===== src/rtl/mbist_march_ctrl_if.sv =====
// BIST-side bus between the March controller and the memory mux/repair stage.
// master: the controller (drives strobes, address, data and status; receives run, read data, repair ack).
// slave : the memory mux / repair stage side.
interface mbist_march_ctrl_if #(
  parameter int ADDR_WD = 9,
  parameter int DATA_WD = 32
);
  logic               bist_run;
  logic               bist_en;
  logic [ADDR_WD-1:0] bist_addr;
  logic [DATA_WD-1:0] bist_wdata;
  logic               bist_wr;
  logic               bist_rd;
  logic [DATA_WD-1:0] bist_rdata;
  logic               bist_error;
  logic [ADDR_WD-1:0] bist_error_addr;
  logic               bist_correct;
  logic               bist_done;
  logic               bist_fail;
  logic [3:0]         bist_err_cnt;

  modport master (
    input  bist_run, bist_rdata, bist_correct,
    output bist_en, bist_addr, bist_wdata, bist_wr, bist_rd,
           bist_error, bist_error_addr, bist_done, bist_fail, bist_err_cnt
  );

  modport slave (
    output bist_run, bist_rdata, bist_correct,
    input  bist_en, bist_addr, bist_wdata, bist_wr, bist_rd,
           bist_error, bist_error_addr, bist_done, bist_fail, bist_err_cnt
  );
endinterface


===== src/rtl/mbist_march_ctrl.sv =====
// March C- MBIST sequencer: writes via port B, reads via port A, reports mismatching addresses for repair.
// Latency: one op per cycle; a read in cycle t raises bist_error in cycle t+2; clean run = 10*N RUN + 2 DRAIN cycles.
// Backpressure: none; bist_run low aborts to IDLE next cycle, repair handshake sampled after 2 ERR_WAIT cycles.
// Ports: bist_clk, rst_n (async active-low) plus the master modport of mbist_march_ctrl_if.
module mbist_march_ctrl #(
  parameter int                      BIST_ADDR_WD    = 9,
  parameter int                      BIST_DATA_WD    = 32,
  parameter logic [BIST_ADDR_WD-1:0] BIST_ADDR_START = 9'h000,
  parameter logic [BIST_ADDR_WD-1:0] BIST_ADDR_END   = 9'h1F8,
  parameter logic [BIST_DATA_WD-1:0] BIST_PATTERN    = 32'h5555_5555,
  parameter int                      BIST_MAX_REPAIR = 4
) (
  input logic                bist_clk,
  input logic                rst_n,
  mbist_march_ctrl_if.master bif
);

  typedef enum logic [2:0] {S_IDLE, S_RUN, S_DRAIN, S_ERR_WAIT, S_DONE} state_t;

  localparam logic [3:0]              LP_MAX_REP = 4'(BIST_MAX_REPAIR);
  localparam logic [BIST_ADDR_WD-1:0] LP_ONE     = {{(BIST_ADDR_WD-1){1'b0}}, 1'b1};

  state_t                  r_state;
  logic [2:0]              r_elem;      // march element of the op on the bus this cycle
  logic                    r_op;        // op index within the element
  logic [BIST_ADDR_WD-1:0] r_addr;
  logic [BIST_DATA_WD-1:0] r_wdata;
  logic                    r_wr;
  logic                    r_rd;
  logic                    r_en;
  logic                    r_done;
  logic                    r_fail;
  logic [3:0]              r_err_cnt;
  logic                    r_error;
  logic [BIST_ADDR_WD-1:0] r_error_addr;
  logic                    r_cmp_vld;   // read data arriving this cycle must be compared
  logic [BIST_DATA_WD-1:0] r_cmp_exp;
  logic [BIST_ADDR_WD-1:0] r_cmp_addr;
  logic                    r_cnt;       // 2-cycle timer for DRAIN and ERR_WAIT

  logic                    w_down;
  logic                    w_two_ops;
  logic                    w_addr_last;
  logic [2:0]              w_nxt_elem;
  logic                    w_nxt_op;
  logic [BIST_ADDR_WD-1:0] w_nxt_addr;
  logic                    w_march_end;
  logic                    w_nxt_rd;
  logic [BIST_DATA_WD-1:0] w_nxt_dat;
  logic [BIST_DATA_WD-1:0] w_cur_exp;
  logic                    w_mis;

  // E1..E5 open with a read; E0 is a lone write, E1..E4 follow the read with a write.
  function automatic logic f_is_rd(input logic [2:0] elem, input logic op);
    return (elem != 3'd0) && !op;
  endfunction

  // Whether the op uses the inverted background: reads of "1" in E2/E4, writes of "1" in E1/E3.
  function automatic logic f_inv(input logic [2:0] elem, input logic op);
    if (f_is_rd(elem, op)) return (elem == 3'd2) || (elem == 3'd4);
    return (elem == 3'd1) || (elem == 3'd3);
  endfunction

  always_comb begin
    w_down      = (r_elem == 3'd3) || (r_elem == 3'd4);
    w_two_ops   = (r_elem != 3'd0) && (r_elem != 3'd5);
    // Boundary compare instead of wrap detection keeps N=1 and END=max-address safe.
    w_addr_last = w_down ? (r_addr == BIST_ADDR_START) : (r_addr == BIST_ADDR_END);
    w_nxt_elem  = r_elem;
    w_nxt_op    = 1'b0;
    w_nxt_addr  = r_addr;
    w_march_end = 1'b0;
    if (w_two_ops && !r_op) begin
      w_nxt_op = 1'b1;
    end else if (!w_addr_last) begin
      w_nxt_addr = w_down ? (r_addr - LP_ONE) : (r_addr + LP_ONE);
    end else if (r_elem == 3'd5) begin
      w_march_end = 1'b1;
    end else begin
      w_nxt_elem = r_elem + 3'd1;
      w_nxt_addr = ((w_nxt_elem == 3'd3) || (w_nxt_elem == 3'd4)) ? BIST_ADDR_END : BIST_ADDR_START;
    end
    w_nxt_rd  = f_is_rd(w_nxt_elem, w_nxt_op);
    w_nxt_dat = f_inv(w_nxt_elem, w_nxt_op) ? ~BIST_PATTERN : BIST_PATTERN;
    w_cur_exp = f_inv(r_elem, r_op) ? ~BIST_PATTERN : BIST_PATTERN;
    w_mis     = r_cmp_vld && (bif.bist_rdata != r_cmp_exp);
  end

  always_ff @(posedge bist_clk or negedge rst_n) begin
    if (!rst_n) begin
      r_state      <= S_IDLE;
      r_elem       <= 3'd0;
      r_op         <= 1'b0;
      r_addr       <= '0;
      r_wdata      <= '0;
      r_wr         <= 1'b0;
      r_rd         <= 1'b0;
      r_en         <= 1'b0;
      r_done       <= 1'b0;
      r_fail       <= 1'b0;
      r_err_cnt    <= 4'd0;
      r_error      <= 1'b0;
      r_error_addr <= '0;
      r_cmp_vld    <= 1'b0;
      r_cmp_exp    <= '0;
      r_cmp_addr   <= '0;
      r_cnt        <= 1'b0;
    end else begin
      r_error <= 1'b0;
      if (!bif.bist_run) begin
        // Abort: dropping r_cmp_vld discards any read still in flight.
        r_state   <= S_IDLE;
        r_en      <= 1'b0;
        r_rd      <= 1'b0;
        r_wr      <= 1'b0;
        r_done    <= 1'b0;
        r_fail    <= 1'b0;
        r_cmp_vld <= 1'b0;
      end else begin
        case (r_state)
          S_IDLE: begin
            r_state   <= S_RUN;
            r_en      <= 1'b1;
            r_err_cnt <= 4'd0;
            r_done    <= 1'b0;
            r_fail    <= 1'b0;
            r_elem    <= 3'd0;
            r_op      <= 1'b0;
            r_addr    <= BIST_ADDR_START;
            r_wr      <= 1'b1;
            r_rd      <= 1'b0;
            r_wdata   <= BIST_PATTERN;
            r_cmp_vld <= 1'b0;
          end
          S_RUN, S_DRAIN: begin
            r_cmp_vld  <= r_rd;
            r_cmp_exp  <= w_cur_exp;
            r_cmp_addr <= r_addr;
            if (w_mis) begin
              // First mismatch wins; later in-flight compares are dropped.
              r_error      <= 1'b1;
              r_error_addr <= r_cmp_addr;
              r_state      <= S_ERR_WAIT;
              r_rd         <= 1'b0;
              r_wr         <= 1'b0;
              r_cmp_vld    <= 1'b0;
              r_cnt        <= 1'b0;
            end else if (r_state == S_RUN) begin
              if (w_march_end) begin
                r_state <= S_DRAIN;
                r_rd    <= 1'b0;
                r_wr    <= 1'b0;
                r_cnt   <= 1'b0;
              end else begin
                r_elem <= w_nxt_elem;
                r_op   <= w_nxt_op;
                r_addr <= w_nxt_addr;
                r_rd   <= w_nxt_rd;
                r_wr   <= !w_nxt_rd;
                if (!w_nxt_rd) r_wdata <= w_nxt_dat;
              end
            end else if (r_cnt) begin
              r_state <= S_DONE;
              r_en    <= 1'b0;
              r_done  <= 1'b1;
              r_fail  <= 1'b0;
            end else begin
              r_cnt <= 1'b1;
            end
          end
          S_ERR_WAIT: begin
            if (!r_cnt) begin
              r_cnt <= 1'b1;
            end else if (bif.bist_correct && (r_err_cnt < LP_MAX_REP)) begin
              if (r_err_cnt != 4'hF) r_err_cnt <= r_err_cnt + 4'd1;
              r_state   <= S_RUN;
              r_elem    <= 3'd0;
              r_op      <= 1'b0;
              r_addr    <= BIST_ADDR_START;
              r_wr      <= 1'b1;
              r_rd      <= 1'b0;
              r_wdata   <= BIST_PATTERN;
              r_cmp_vld <= 1'b0;
            end else begin
              r_state <= S_DONE;
              r_en    <= 1'b0;
              r_done  <= 1'b1;
              r_fail  <= 1'b1;
            end
          end
          S_DONE: begin
            r_state <= S_DONE;
          end
          default: begin
            r_state <= S_IDLE;
          end
        endcase
      end
    end
  end

  assign bif.bist_en         = r_en;
  assign bif.bist_addr       = r_addr;
  assign bif.bist_wdata      = r_wdata;
  assign bif.bist_wr         = r_wr;
  assign bif.bist_rd         = r_rd;
  assign bif.bist_error      = r_error;
  assign bif.bist_error_addr = r_error_addr;
  assign bif.bist_done       = r_done;
  assign bif.bist_fail       = r_fail;
  assign bif.bist_err_cnt    = r_err_cnt;

endmodule


===== src/flat_wrapper.sv =====
// flat-port wrapper written by rule: the top's interface ports become plain ports
module mbist_march_ctrl_flat 
#(
  parameter int                      BIST_ADDR_WD    = 9,
  parameter int                      BIST_DATA_WD    = 32,
  parameter logic [BIST_ADDR_WD-1:0] BIST_ADDR_START = 9'h000,
  parameter logic [BIST_ADDR_WD-1:0] BIST_ADDR_END   = 9'h1F8,
  parameter logic [BIST_DATA_WD-1:0] BIST_PATTERN    = 32'h5555_5555,
  parameter int                      BIST_MAX_REPAIR = 4
)
  (bist_clk, rst_n, bif_bist_run, bif_bist_rdata, bif_bist_correct, bif_bist_en, bif_bist_addr, bif_bist_wdata, bif_bist_wr, bif_bist_rd, bif_bist_error, bif_bist_error_addr, bif_bist_done, bif_bist_fail, bif_bist_err_cnt);
  mbist_march_ctrl_if #(.ADDR_WD((9)), .DATA_WD((32))) bif_i ();
  input logic bist_clk;
  input logic rst_n;
  input wire logic [$bits(bif_i.bist_run)-1:0] bif_bist_run;
  input wire logic [$bits(bif_i.bist_rdata)-1:0] bif_bist_rdata;
  input wire logic [$bits(bif_i.bist_correct)-1:0] bif_bist_correct;
  output wire logic [$bits(bif_i.bist_en)-1:0] bif_bist_en;
  output wire logic [$bits(bif_i.bist_addr)-1:0] bif_bist_addr;
  output wire logic [$bits(bif_i.bist_wdata)-1:0] bif_bist_wdata;
  output wire logic [$bits(bif_i.bist_wr)-1:0] bif_bist_wr;
  output wire logic [$bits(bif_i.bist_rd)-1:0] bif_bist_rd;
  output wire logic [$bits(bif_i.bist_error)-1:0] bif_bist_error;
  output wire logic [$bits(bif_i.bist_error_addr)-1:0] bif_bist_error_addr;
  output wire logic [$bits(bif_i.bist_done)-1:0] bif_bist_done;
  output wire logic [$bits(bif_i.bist_fail)-1:0] bif_bist_fail;
  output wire logic [$bits(bif_i.bist_err_cnt)-1:0] bif_bist_err_cnt;
  assign bif_i.bist_run = bif_bist_run;
  assign bif_i.bist_rdata = bif_bist_rdata;
  assign bif_i.bist_correct = bif_bist_correct;
  assign bif_bist_en = bif_i.bist_en;
  assign bif_bist_addr = bif_i.bist_addr;
  assign bif_bist_wdata = bif_i.bist_wdata;
  assign bif_bist_wr = bif_i.bist_wr;
  assign bif_bist_rd = bif_i.bist_rd;
  assign bif_bist_error = bif_i.bist_error;
  assign bif_bist_error_addr = bif_i.bist_error_addr;
  assign bif_bist_done = bif_i.bist_done;
  assign bif_bist_fail = bif_i.bist_fail;
  assign bif_bist_err_cnt = bif_i.bist_err_cnt;
  mbist_march_ctrl #(.BIST_ADDR_WD(BIST_ADDR_WD), .BIST_DATA_WD(BIST_DATA_WD), .BIST_ADDR_START(BIST_ADDR_START), .BIST_ADDR_END(BIST_ADDR_END), .BIST_PATTERN(BIST_PATTERN), .BIST_MAX_REPAIR(BIST_MAX_REPAIR)) u_core (.bist_clk(bist_clk), .rst_n(rst_n), .bif(bif_i));
endmodule

===== config.mk =====
export PLATFORM = sky130hd
export DESIGN_NAME = mbist_march_ctrl_flat
export DESIGN_NICKNAME = d
export VERILOG_FILES = /design/src/rtl/mbist_march_ctrl_if.sv /design/src/rtl/mbist_march_ctrl.sv /design/src/flat_wrapper.sv
export SDC_FILE = /design/constraint.sdc
export NUM_CORES = 1
export LEC_CHECK = 0
export CAP_MARGIN = 40
export CORE_ASPECT_RATIO = 1.25
export CORE_UTILIZATION = 29
export DETAILED_ROUTE_END_ITERATION = 10
export RECOVER_POWER = 100
export SYNTH_ARGS = -nofsm -noshare
export SYNTH_HDL_FRONTEND = slang
export SYNTH_SLANG_ARGS = --single-unit

===== constraint.sdc =====
create_clock -name bist_clk -period 3 [get_ports bist_clk]
set_input_delay 0.75 -clock bist_clk [delete_from_list [all_inputs] [get_ports bist_clk]]
set_output_delay 0.75 -clock bist_clk [all_outputs]
set_load 0.1 [all_outputs]

==> results.sh, run 1 <==
export IMPL_status="completed"
export IMPL_drive_gt1_share_pct=15.9
export IMPL_n_antenna_cell=0
export IMPL_path_clk_slew_ns=0.07
export IMPL_power_leakage_nw=1.82
export IMPL_finish_instance_area_sq_mm=0.00411
export IMPL_min_delay_start="u_core.r_cmp_addr[0]"
export IMPL_grt_max_degree=36
export IMPL_m1WireLength_um=3530
export IMPL_drtIter0Drc=135
export IMPL_end_kind="flop"
export IMPL_syn_num_nets=394
export IMPL_seq_area_frac_synth_pct=38.0
export IMPL_dieArea_sq_mm=0.0118
export IMPL_synth_flop_cell="dfrtp_1"
export IMPL_fmax_mhz=354
export IMPL_cts_root_to_sink_buffers=2
export IMPL_num_rows=43
export IMPL_crit_required_ns=3.24
export IMPL_hpwl_um=6170
export IMPL_grt_first_pass_wirelength_um=13200
export IMPL_hold_ws_ns=0.485
export IMPL_rsz0062_at_grt="false"
export IMPL_portBuffers=95
export IMPL_clock_skew_ns=0.00767
export IMPL_die_h_um=121
export IMPL_synth_area_leaders="dfrtp_1 (38%), buf_4 (6.8%), mux2_2 (5.5%), ha_1 (5.3%), nand2_1 (3.6%)"
export IMPL_tightest_slew_ns=1.20
export IMPL_cts_tree="built"
export IMPL_slew_headroom_pct=20.5
export IMPL_fin_crit_sh_pct=94.1
export IMPL_viasPerCell=5.04
export IMPL_grt_pass1_vias=2707
export IMPL_r2r_start="u_core.r_elem[1]"
export IMPL_crit_top_cell="o21ai_0"
export IMPL_initial_core_util_pct=29.7
export IMPL_crit_slowest_cell="or4_1"
export IMPL_async_reset_ff_share_pct=100
export IMPL_setup_viol=0
export IMPL_totalWireLength_um=8080
export IMPL_fin_crit_ns=2.82
export IMPL_fin_setup_tns_ns=0
export IMPL_fin_util_pct=37.1
export IMPL_swShare_pct=58.6
export IMPL_numCtsBuffers=5
export IMPL_ys_seq_elements=50
export IMPL_p_sw_mw=1.95
export IMPL_syn_area_per_cell_sq_um=9.60
export IMPL_antenna_found_initial=0
export IMPL_path_cells="clkdlybuf4s50_1 -> or4_1 -> nor4_1 -> o22a_2 -> a21bo_2 -> buf_4 -> o21ai_0 -> o21ai_0 -> o221a_2"
export IMPL_wl_per_cell_um=14.2
export IMPL_p_int_mw=1.38
export IMPL_synth_most_common_cell="dfrtp_1"
export IMPL_pwr_share_clk_pct=17.8
export IMPL_route_detailed_drc=0
export IMPL_drtPass1Iterations=4
export IMPL_cp_data_arrival_time_ns=3.06
export IMPL_cpPeakStageDelay_ns=0.53
export IMPL_wl_met2_um=4010
export IMPL_grt_overflow=0
export IMPL_synth_top_area_cell="dfrtp_1"
export IMPL_cts_root_buf="clkbuf_16"
export IMPL_slew_viol_final=0
export IMPL_fin_nets=485
export IMPL_areaGrowthSynthToFinish_pct=24.9
export IMPL_maxCapViolCount=0
export IMPL_path_max_fanout=6
export IMPL_post_cts_buffers=0
export IMPL_comb_power_share_pct=56.4
export IMPL_yosys_warnings=0
export IMPL_hold_viol=0
export IMPL_design_core_area_sq_mm=0.0111
export IMPL_place_congestion=0.854
export IMPL_grt_usage_pct=13.8
export IMPL_place_area_sq_mm=0.00419
export IMPL_seqPwrFrac_pct=25.8
export IMPL_clkSinkCount=50
export IMPL_synth_top_area_share_pct=38.0
export IMPL_crit_path_start="bif_bist_rdata[4]"
export IMPL_synthTopCellsByCount="dfrtp_1 (50), nand2_1 (32), buf_4 (30)"
export IMPL_routed_wl_met3_um=371
export IMPL_powerDensity_mw_per_mm2=809
export IMPL_ys_types=66
export IMPL_hp_class="flop to flop"
export IMPL_syn_cell_area_sq_mm=0.00329
export IMPL_syn_inst=343
export IMPL_vdd_drop_max_mv=0.699
export IMPL_total_power_mw=3.33
export IMPL_die_w_um=97.3
export IMPL_insertion_delay_ns=0.30
export IMPL_synth_edf_count=0
export IMPL_dr_max_layer_used="met4"
export IMPL_cp_start_kind="input port"
export IMPL_pin_count=96
export IMPL_drtAntennaViolNets=0
export IMPL_path_class="input port to flop"
export IMPL_vias=2870
export IMPL_cts_max_level=2
==> layout by cell type, fill, tap and decap left out, types with 13 or more instances in the layout <==
master	n
nand3_1	13
o21ai_0	17
clkbuf_1	65
nand2_1	32
inv_1	18
clkdlybuf4s50_1	32
nor2_1	13
buf_4	21
a21oi_1	19
mux2_2	16
nor3_1	13
dfrtp_1	50
ha_1	14
==> critical path: cells and delay by family <==
kind	cells	cell delay [ns]
AOI/OAI and AO/OA	5	0.95
and+or+nand+nor	2	0.78
buffers and inverters	2	0.57
==> cell type report <==
class / instances / area [sq um]
fillers: 1147 / 6970
multi-input cells: 236 / 1710
flip-flops and latches: 50 / 1250
repair buffers: 122 / 754
well taps: 135 / 169
clock buffers: 5 / 125
inverters: 19 / 71.3
clock inverters: 3 / 28.8
==> stage by stage <==
stage               setup WS (ns)  instances
floorplan                   0.267        343
global placement          -0.0841        562
detailed placement         -0.126        562
CTS                         0.159        570
global route              0.00842        570
finish                      0.178        570
==> final timing paths <==
kind,to,slack (ns),cells after the start
setup reg to reg,u_core.bif.bist_addr[8],0.20,11
setup / recovery,u_core.r_state[0],0.18,9
hold reg to reg,u_core.r_cmp_addr[0],0.49,2
hold / removal,u_core.r_cmp_addr[0],0.49,2
max in group asynchronous,u_core.bif.bist_addr[2],1.09,2
min in group asynchronous,u_core.bif.bist_err_cnt[3],0.55,1
==> repair_timing <==
item | CTS | global route
setup endpoints to repair | 0 | 2
resized for setup | 0 | 3
hold buffers | 0 | 0
endpoints found under the hold margin | 0 | 0
==> power groups by stage <==
| stage | combinational, mW | sequential (mW) | clock, mW |
|---|---|---|---|
| floorplan | 1.48 | 1.06 | 0 |
| global placement | 2.02 | 0.872 | 0 |
| detailed placement | 2.02 | 0.876 | 0 |
| CTS | 2.03 | 0.863 | 0.606 |
| global route | 1.97 | 0.875 | 0.634 |
| finish | 1.88 | 0.859 | 0.592 |
==> sequential cells by signal, summed over array words and instances, names as in the netlist, 2 cells and up <==
name and count:
u_core.bif.bist_addr 9, u_core.bif.bist_err_cnt 4, u_core.r_elem 3, u_core.r_cmp_addr 9, u_core.r_cmp_exp 2, u_core.bif.bist_error_addr 9
u_core.bif.bist_wdata 2, u_core.r_state 3
==> per-layer routing <==
metal	vias up	GRT usage, %
met5	-	0
met2	94	24.2
met4	0	5.24
met3	12	2.48
li1	1406	-
met1	1358	16.9
==> logic make-up after synthesis <==
| group | after synthesis | share of synthesized area [%] |
|---|---|---|
| DFF | 50 | 38.0 |
| xor gates and xnor gates | 5 | 1.33 |
| and+or+nand+nor | 113 | 19.1 |
| muxes | 20 | 6.84 |
| adders and majority gates | 15 | 5.93 |
| buffers and inverters | 57 | 10.4 |
| AOI/OAI and AO/OA | 83 | 18.4 |
No activity file was read; power rests on OpenSTA's default activity.
==> run 2, diff against run 1 <==
Settings changed: CAP_MARGIN 40 to not set, GPL_TIMING_DRIVEN set to 0.
==> run 2 against run 1 <==
Net effect: clock skew increased by 0.00087 ns; maximum frequency decreased by 1.6%; sequential power decreased by 2.7%; power increased by 3.6%; highest routed layer unchanged; count of clock-buffer cells in the layout unchanged; largest power group unchanged; critical endpoint is now u_core.bif.bist_addr[7]; register-to-register slack got worse by 0.07 ns.
==> results.sh, run 2 (same netlist as run 1, synthesis figures left out) <==
export IMPL_status="completed"
export IMPL_vias=2927
export IMPL_holdPathEnd="u_core.r_cmp_addr[1]"
export IMPL_grt_first_pass_wirelength_um=13600
export IMPL_pwr_share_clk_pct=17.1
export IMPL_end_kind="flop"
export IMPL_path_clk_slew_ns=0.07
export IMPL_die_h_um=121
export IMPL_path_class="flop to flop"
export IMPL_cp_start_kind="flop"
export IMPL_grt_usage_pct=14.0
export IMPL_dp_slack_ns=-0.250
export IMPL_cts_max_level=2
export IMPL_p_int_mw=1.51
export IMPL_ff2ff_path_depth=11
export IMPL_cts_root_to_sink_buffers=2
export IMPL_n_antenna_cell=0
export IMPL_maxCapViolCount=0
export IMPL_portBuffers=94
export IMPL_placed_cells=573
export IMPL_fin_crit_sh_pct=95.6
export IMPL_viasPerCell=5.02
export IMPL_grt_max_degree=38
export IMPL_cpPeakStageDelay_ns=0.42
export IMPL_swShare_pct=56.3
export IMPL_seqPwrFrac_pct=24.3
export IMPL_fin_util_pct=39.6
export IMPL_fmax_mhz=349
export IMPL_path_cells="inv_1 -> ha_2 -> mux2_4 -> ha_1 -> a21o_1 -> a21oi_2 -> o21bai_1 -> a2111oi_0 -> or3_1 -> mux2i_1 -> a22o_1"
export IMPL_mostFrequentLayoutCell="dfrtp_1"
export IMPL_antenna_found_initial=0
export IMPL_crit_slowest_cell="dfrtp_2"
export IMPL_p_sw_mw=1.94
export IMPL_hp_class="flop to flop"
export IMPL_grt_overflow=0
export IMPL_power_leakage_nw=2.02
export IMPL_num_rows=43
export IMPL_hold_buffers=0
export IMPL_fin_setup_tns_ns=0
export IMPL_route_detailed_drc=0
export IMPL_layout_setup_ws_ns=0.133
export IMPL_pin_count=96
export IMPL_slew_viol_final=0
export IMPL_r2r_start="u_core.r_elem[0]"
export IMPL_drtAntennaViolNets=0
export IMPL_numCtsBuffers=5
export IMPL_comb_power_share_pct=58.6
export IMPL_powerDensity_mw_per_mm2=785
export IMPL_total_power_mw=3.45
export IMPL_design_core_area_sq_mm=0.0111
export IMPL_clock_skew_ns=0.00854
export IMPL_hold_viol=0
export IMPL_wl_per_cell_um=13.9
export IMPL_path_max_fanout=9
export IMPL_insertion_delay_ns=0.29
export IMPL_fin_crit_ns=2.87
export IMPL_setup_viol=0
export IMPL_hpwl_um=6330
export IMPL_slew_headroom_pct=20.9
export IMPL_r2r_slack_ns=0.13
export IMPL_final_cells=583
export IMPL_totalWireLength_um=8130
export IMPL_grt_pass1_vias=2894
export IMPL_min_delay_start="u_core.r_cmp_addr[1]"
export IMPL_drtIter0Drc=100
export IMPL_cts_tree="built"
export IMPL_clkSinkCount=50
export IMPL_dieArea_sq_mm=0.0118
export IMPL_hold_depth=2
export IMPL_initial_core_util_pct=29.7
export IMPL_place_congestion=0.851
export IMPL_drtPass1Iterations=4
export IMPL_crit_required_ns=3.24
export IMPL_cts_root_buf="clkbuf_16"
export IMPL_hold_ws_ns=0.487
export IMPL_cp_data_arrival_time_ns=3.10
export IMPL_fin_nets=498
export IMPL_drive_gt1_share_pct=19.0
export IMPL_tightest_slew_ns=1.19
export IMPL_vdd_drop_max_mv=0.472
export IMPL_place_area_sq_mm=0.00442
export IMPL_die_w_um=97.3
export IMPL_fillers=1125
export IMPL_layout_common_cells="dfrtp_1 (49), clkbuf_1 (40), clkdlybuf4s50_1 (33)"
export IMPL_finish_instance_area_sq_mm=0.00439
export IMPL_areaGrowthSynthToFinish_pct=33.3
export IMPL_timing_rr_end="u_core.bif.bist_addr[7]"
run 2: cell count changes in the layout (fill, tap and decap cells not counted), moves of 2 or more:
cell	before	now
o21ai_0	17	15
dlygate4sd3_1	2	28
a21oi_2	1	3
clkbuf_1	65	40
buf_4	21	31
a21oi_1	19	17
o21ai_1	3	5
run 2: routing by layer:
metal	wire (um)	global-route usage (%)	up-vias	share of wire, %
met1	3530	16.9	1380	43
li1	-	-	1434	-
met4	195	6.25	0	2.4
met2	3970	24.2	100	49
met3	430	2.59	13	5.3
met5	0	0	-	0
run 2: final cells by class:
class                   count  area, sq um  share of cell area [%]
inverters                  19         76.3                    1.74
clock inverters             3         28.8                   0.656
well taps                 135          169                    3.85
flip-flops and latches     50         1250                    28.5
clock buffers               5          125                    2.85
repair buffers             97          751                    17.1
multi-input cells         236         1720                    39.2
plain buffers              38          264                    6.02
run 2: critical path: cells and delay by family, from the launching register on:
kind	cells	cell delay, ns
fa+ha+maj	2	0.52
buf+inv	1	0.12
flops	1	0.42
simple gates	1	0.21
mux	2	0.52
compound gates	5	1.03
run 2: how the worst max path moves through the flow:
| stage | slack, ns | depth (start not counted) | start | endpoint |
|---|---|---|---|---|
| finish | 0.13 | 11 | u_core.r_elem[0] | u_core.bif.bist_addr[7] |
| global placement | -0.29 | 1 | rst_n | u_core.bif.bist_addr[2] |
| floorplan | 0.27 | 7 | u_core.bif.bist_addr[3] | u_core.bif.bist_wdata[30] |
| global route | -0.03 | 11 | u_core.r_elem[0] | u_core.bif.bist_addr[7] |
| CTS | 0.04 | 1 | u_core.bif.bist_wdata[30] | bif_bist_wdata[0] |
| detailed placement | -0.25 | 8 | bif_bist_rdata[4] | u_core.bif.bist_wdata[30] |
run 2: power groups by stage:
stage                     logic (mW)  registers, mW  clock network (mW)
after CTS                       2.10          0.838               0.608
after floorplan                 1.48           1.06                   0
final                           2.02          0.836               0.590
after global routing            2.12          0.851               0.630
after detailed placement        2.18          0.851                   0
after global placement          2.17          0.847                   0
run 2: timing repair:
item	4_1_cts	5_1_grt
buffers inserted	0	2
endpoints found under the setup margin	32	14
endpoints found under the hold margin	0	0
gates resized for setup	32	8
pin swaps	0	2
==> run 3, diff against run 2 <==
--- a/config.mk
+++ b/config.mk
@@ -10,3 +10,3 @@
 export DETAILED_ROUTE_END_ITERATION = 10
-export GPL_TIMING_DRIVEN = 0
+export PLACE_DENSITY = 0.54
 export RECOVER_POWER = 100
--- a/constraint.sdc
+++ b/constraint.sdc
@@ -3,2 +3,2 @@
 set_output_delay 0.75 -clock bist_clk [all_outputs]
-set_load 0.1 [all_outputs]
+set_load 0.01 [all_outputs]
==> run 3 against run 2 <==
Net effect: critical path depth decreased by 4; clock power barely moved; core utilization increased by 0.75 points; largest power group unchanged; cell count is 2.9% lower; critical path type is now input port to flop; largest cell class unchanged.
==> results.sh, run 3 (same netlist as run 1, synthesis figures left out) <==
export IMPL_cts_root_to_sink_buffers=2
export IMPL_fin_nets=481
export IMPL_placed_cells=558
export IMPL_initial_core_util_pct=29.7
export IMPL_dieArea_sq_mm=0.0118
export IMPL_fin_crit_sh_pct=94.5
export IMPL_cts_root_buf="clkbuf_16"
export IMPL_vias=2826
export IMPL_clock_skew_ns=0.00679
export IMPL_insertion_delay_ns=0.30
export IMPL_mostFrequentLayoutCell="dlygate4sd3_1"
export IMPL_place_congestion=0.820
export IMPL_slew_viol_final=0
export IMPL_grt_usage_pct=13.4
export IMPL_r2r_slack_ns=0.21
export IMPL_path_max_fanout=12
export IMPL_layout_common_cells="dlygate4sd3_1 (61), dfrtp_1 (49), clkdlybuf4s50_1 (33)"
export IMPL_num_rows=43
export IMPL_ff2ff_path_depth=11
export IMPL_grt_first_pass_wirelength_um=12900
export IMPL_path_class="input port to flop"
export IMPL_hpwl_um=6250
export IMPL_n_antenna_cell=0
export IMPL_antenna_found_initial=0
export IMPL_hold_ws_ns=0.480
export IMPL_route_detailed_drc=0
export IMPL_grt_pass1_vias=2721
export IMPL_cts_tree="built"
export IMPL_r2r_start="u_core.r_elem[1]"
export IMPL_vdd_drop_max_mv=0.261
export IMPL_maxCapViolCount=0
export IMPL_drtPass1Iterations=4
export IMPL_wl_per_cell_um=14.1
export IMPL_design_core_area_sq_mm=0.0111
export IMPL_path_clk_slew_ns=0.07
export IMPL_cts_max_level=2
export IMPL_tightest_slew_ns=1.15
export IMPL_slew_headroom_pct=23.1
export IMPL_cp_data_arrival_time_ns=3.02
export IMPL_totalWireLength_um=7990
export IMPL_crit_required_ns=3.18
export IMPL_viasPerCell=4.99
export IMPL_status="completed"
export IMPL_areaGrowthSynthToFinish_pct=35.8
export IMPL_pin_count=96
export IMPL_crit_path_start="bif_bist_rdata[4]"
export IMPL_dp_slack_ns=-0.113
export IMPL_hold_viol=0
export IMPL_clkSinkCount=50
export IMPL_powerDensity_mw_per_mm2=532
export IMPL_fin_setup_tns_ns=0
export IMPL_total_power_mw=2.38
export IMPL_end_kind="flop"
export IMPL_drtAntennaViolNets=0
export IMPL_cp_start_kind="input port"
export IMPL_fin_crit_ns=2.84
export IMPL_die_h_um=121
export IMPL_drtIter0Drc=133
export IMPL_numCtsBuffers=5
export IMPL_timing_rr_end="u_core.bif.bist_addr[7]"
export IMPL_layout_setup_ws_ns=0.164
export IMPL_drive_gt1_share_pct=14.8
export IMPL_rsz0062_at_grt="false"
export IMPL_crit_end="u_core.bif.bist_addr[2]"
export IMPL_power_leakage_nw=2.05
export IMPL_grt_max_degree=23
export IMPL_final_cells=566
export IMPL_post_cts_buffers=0
export IMPL_grt_overflow=0
export IMPL_setup_viol=0
export IMPL_portBuffers=95
export IMPL_hp_class="flop to flop"
export IMPL_die_w_um=97.3
export IMPL_fmax_mhz=353
==> run 3: cell types whose count changed in the layout (fill, tap and decap cells not counted), moves of 2 or more <==
cell / previous run / this run
clkbuf_1: 40 / 5
dlygate4sd3_1: 28 / 61
buf_4: 31 / 15
a21oi_1: 17 / 19
a21oi_2: 3 / 1
clkbuf_4: 0 / 2
o21ai_0: 15 / 17
o21ai_1: 5 / 3
==> run 3: cell type report <==
| type | count | area [sq um] |
|---|---|---|
| clock buffer | 5 | 125 |
| sequential | 50 | 1250 |
| inverter | 19 | 76.3 |
| multi-input combinational | 236 | 1710 |
| clock inverter | 3 | 28.8 |
| fill | 1145 | 6610 |
| timing repair buffer | 118 | 1110 |
| tap | 135 | 169 |
==> run 3: stage by stage <==
| stage | cell area [sq um] | utilization (%) |
|---|---|---|
| 2_1_floorplan | 3290 | - |
| 5_1_grt | 4470 | 40.3 |
| 3_3_place_gp | 4330 | 39.0 |
| 6_report | 4470 | 40.3 |
| 3_5_place_dp | 4330 | 39.0 |
| 4_1_cts | 4480 | 40.4 |
==> run 3: worst min path at each step <==
stage / cells after the start / to / from / slack [ns]
floorplan: 0 / u_core.bif.bist_addr[0] / rst_n / 0.45
global placement: 2 / u_core.bif.bist_fail / u_core.bif.bist_fail / 0.46
detailed placement: 2 / u_core.bif.bist_fail / u_core.bif.bist_fail / 0.47
CTS: 1 / u_core.bif.bist_fail / rst_n / 0.42
global route: 2 / u_core.r_cmp_addr[8] / u_core.r_cmp_addr[8] / 0.51
finish: 2 / u_core.bif.bist_fail / u_core.bif.bist_fail / 0.48
==> run 3: what timing repair did <==
| item | in CTS | in global routing |
|---|---|---|
| hold buffers | 0 | 0 |
| hold endpoints to repair | 0 | 0 |
| resized for setup | 0 | 2 |
| endpoints found under the setup margin | 0 | 2 |
==> run 3: per-layer routing <==
metal  track usage [%]  wire length (um)  vias to the layer above
li1                  -                 -                     1395
met1              17.2              3660                     1330
met2              22.6              3760                       87
met3              1.96               389                       14
met4              5.70               183                        0
met5                 0                 0                        -
==> run 3: report_power, final <==
group	total, mW	internal (mW)	switching (mW)
Combinational	0.936	0.447	0.489
Clock	0.591	0.318	0.273
Sequential	0.851	0.741	0.109
Total	2.38	1.51	0.871
==> run 3: critical path: stages <==
cell             delay (ns)
clkdlybuf4s50_1        0.41
or4_1                  0.53
nor4_1                 0.26
o22a_2                 0.22
a21bo_1                0.20
a41oi_4                0.23
o41ai_1                0.42
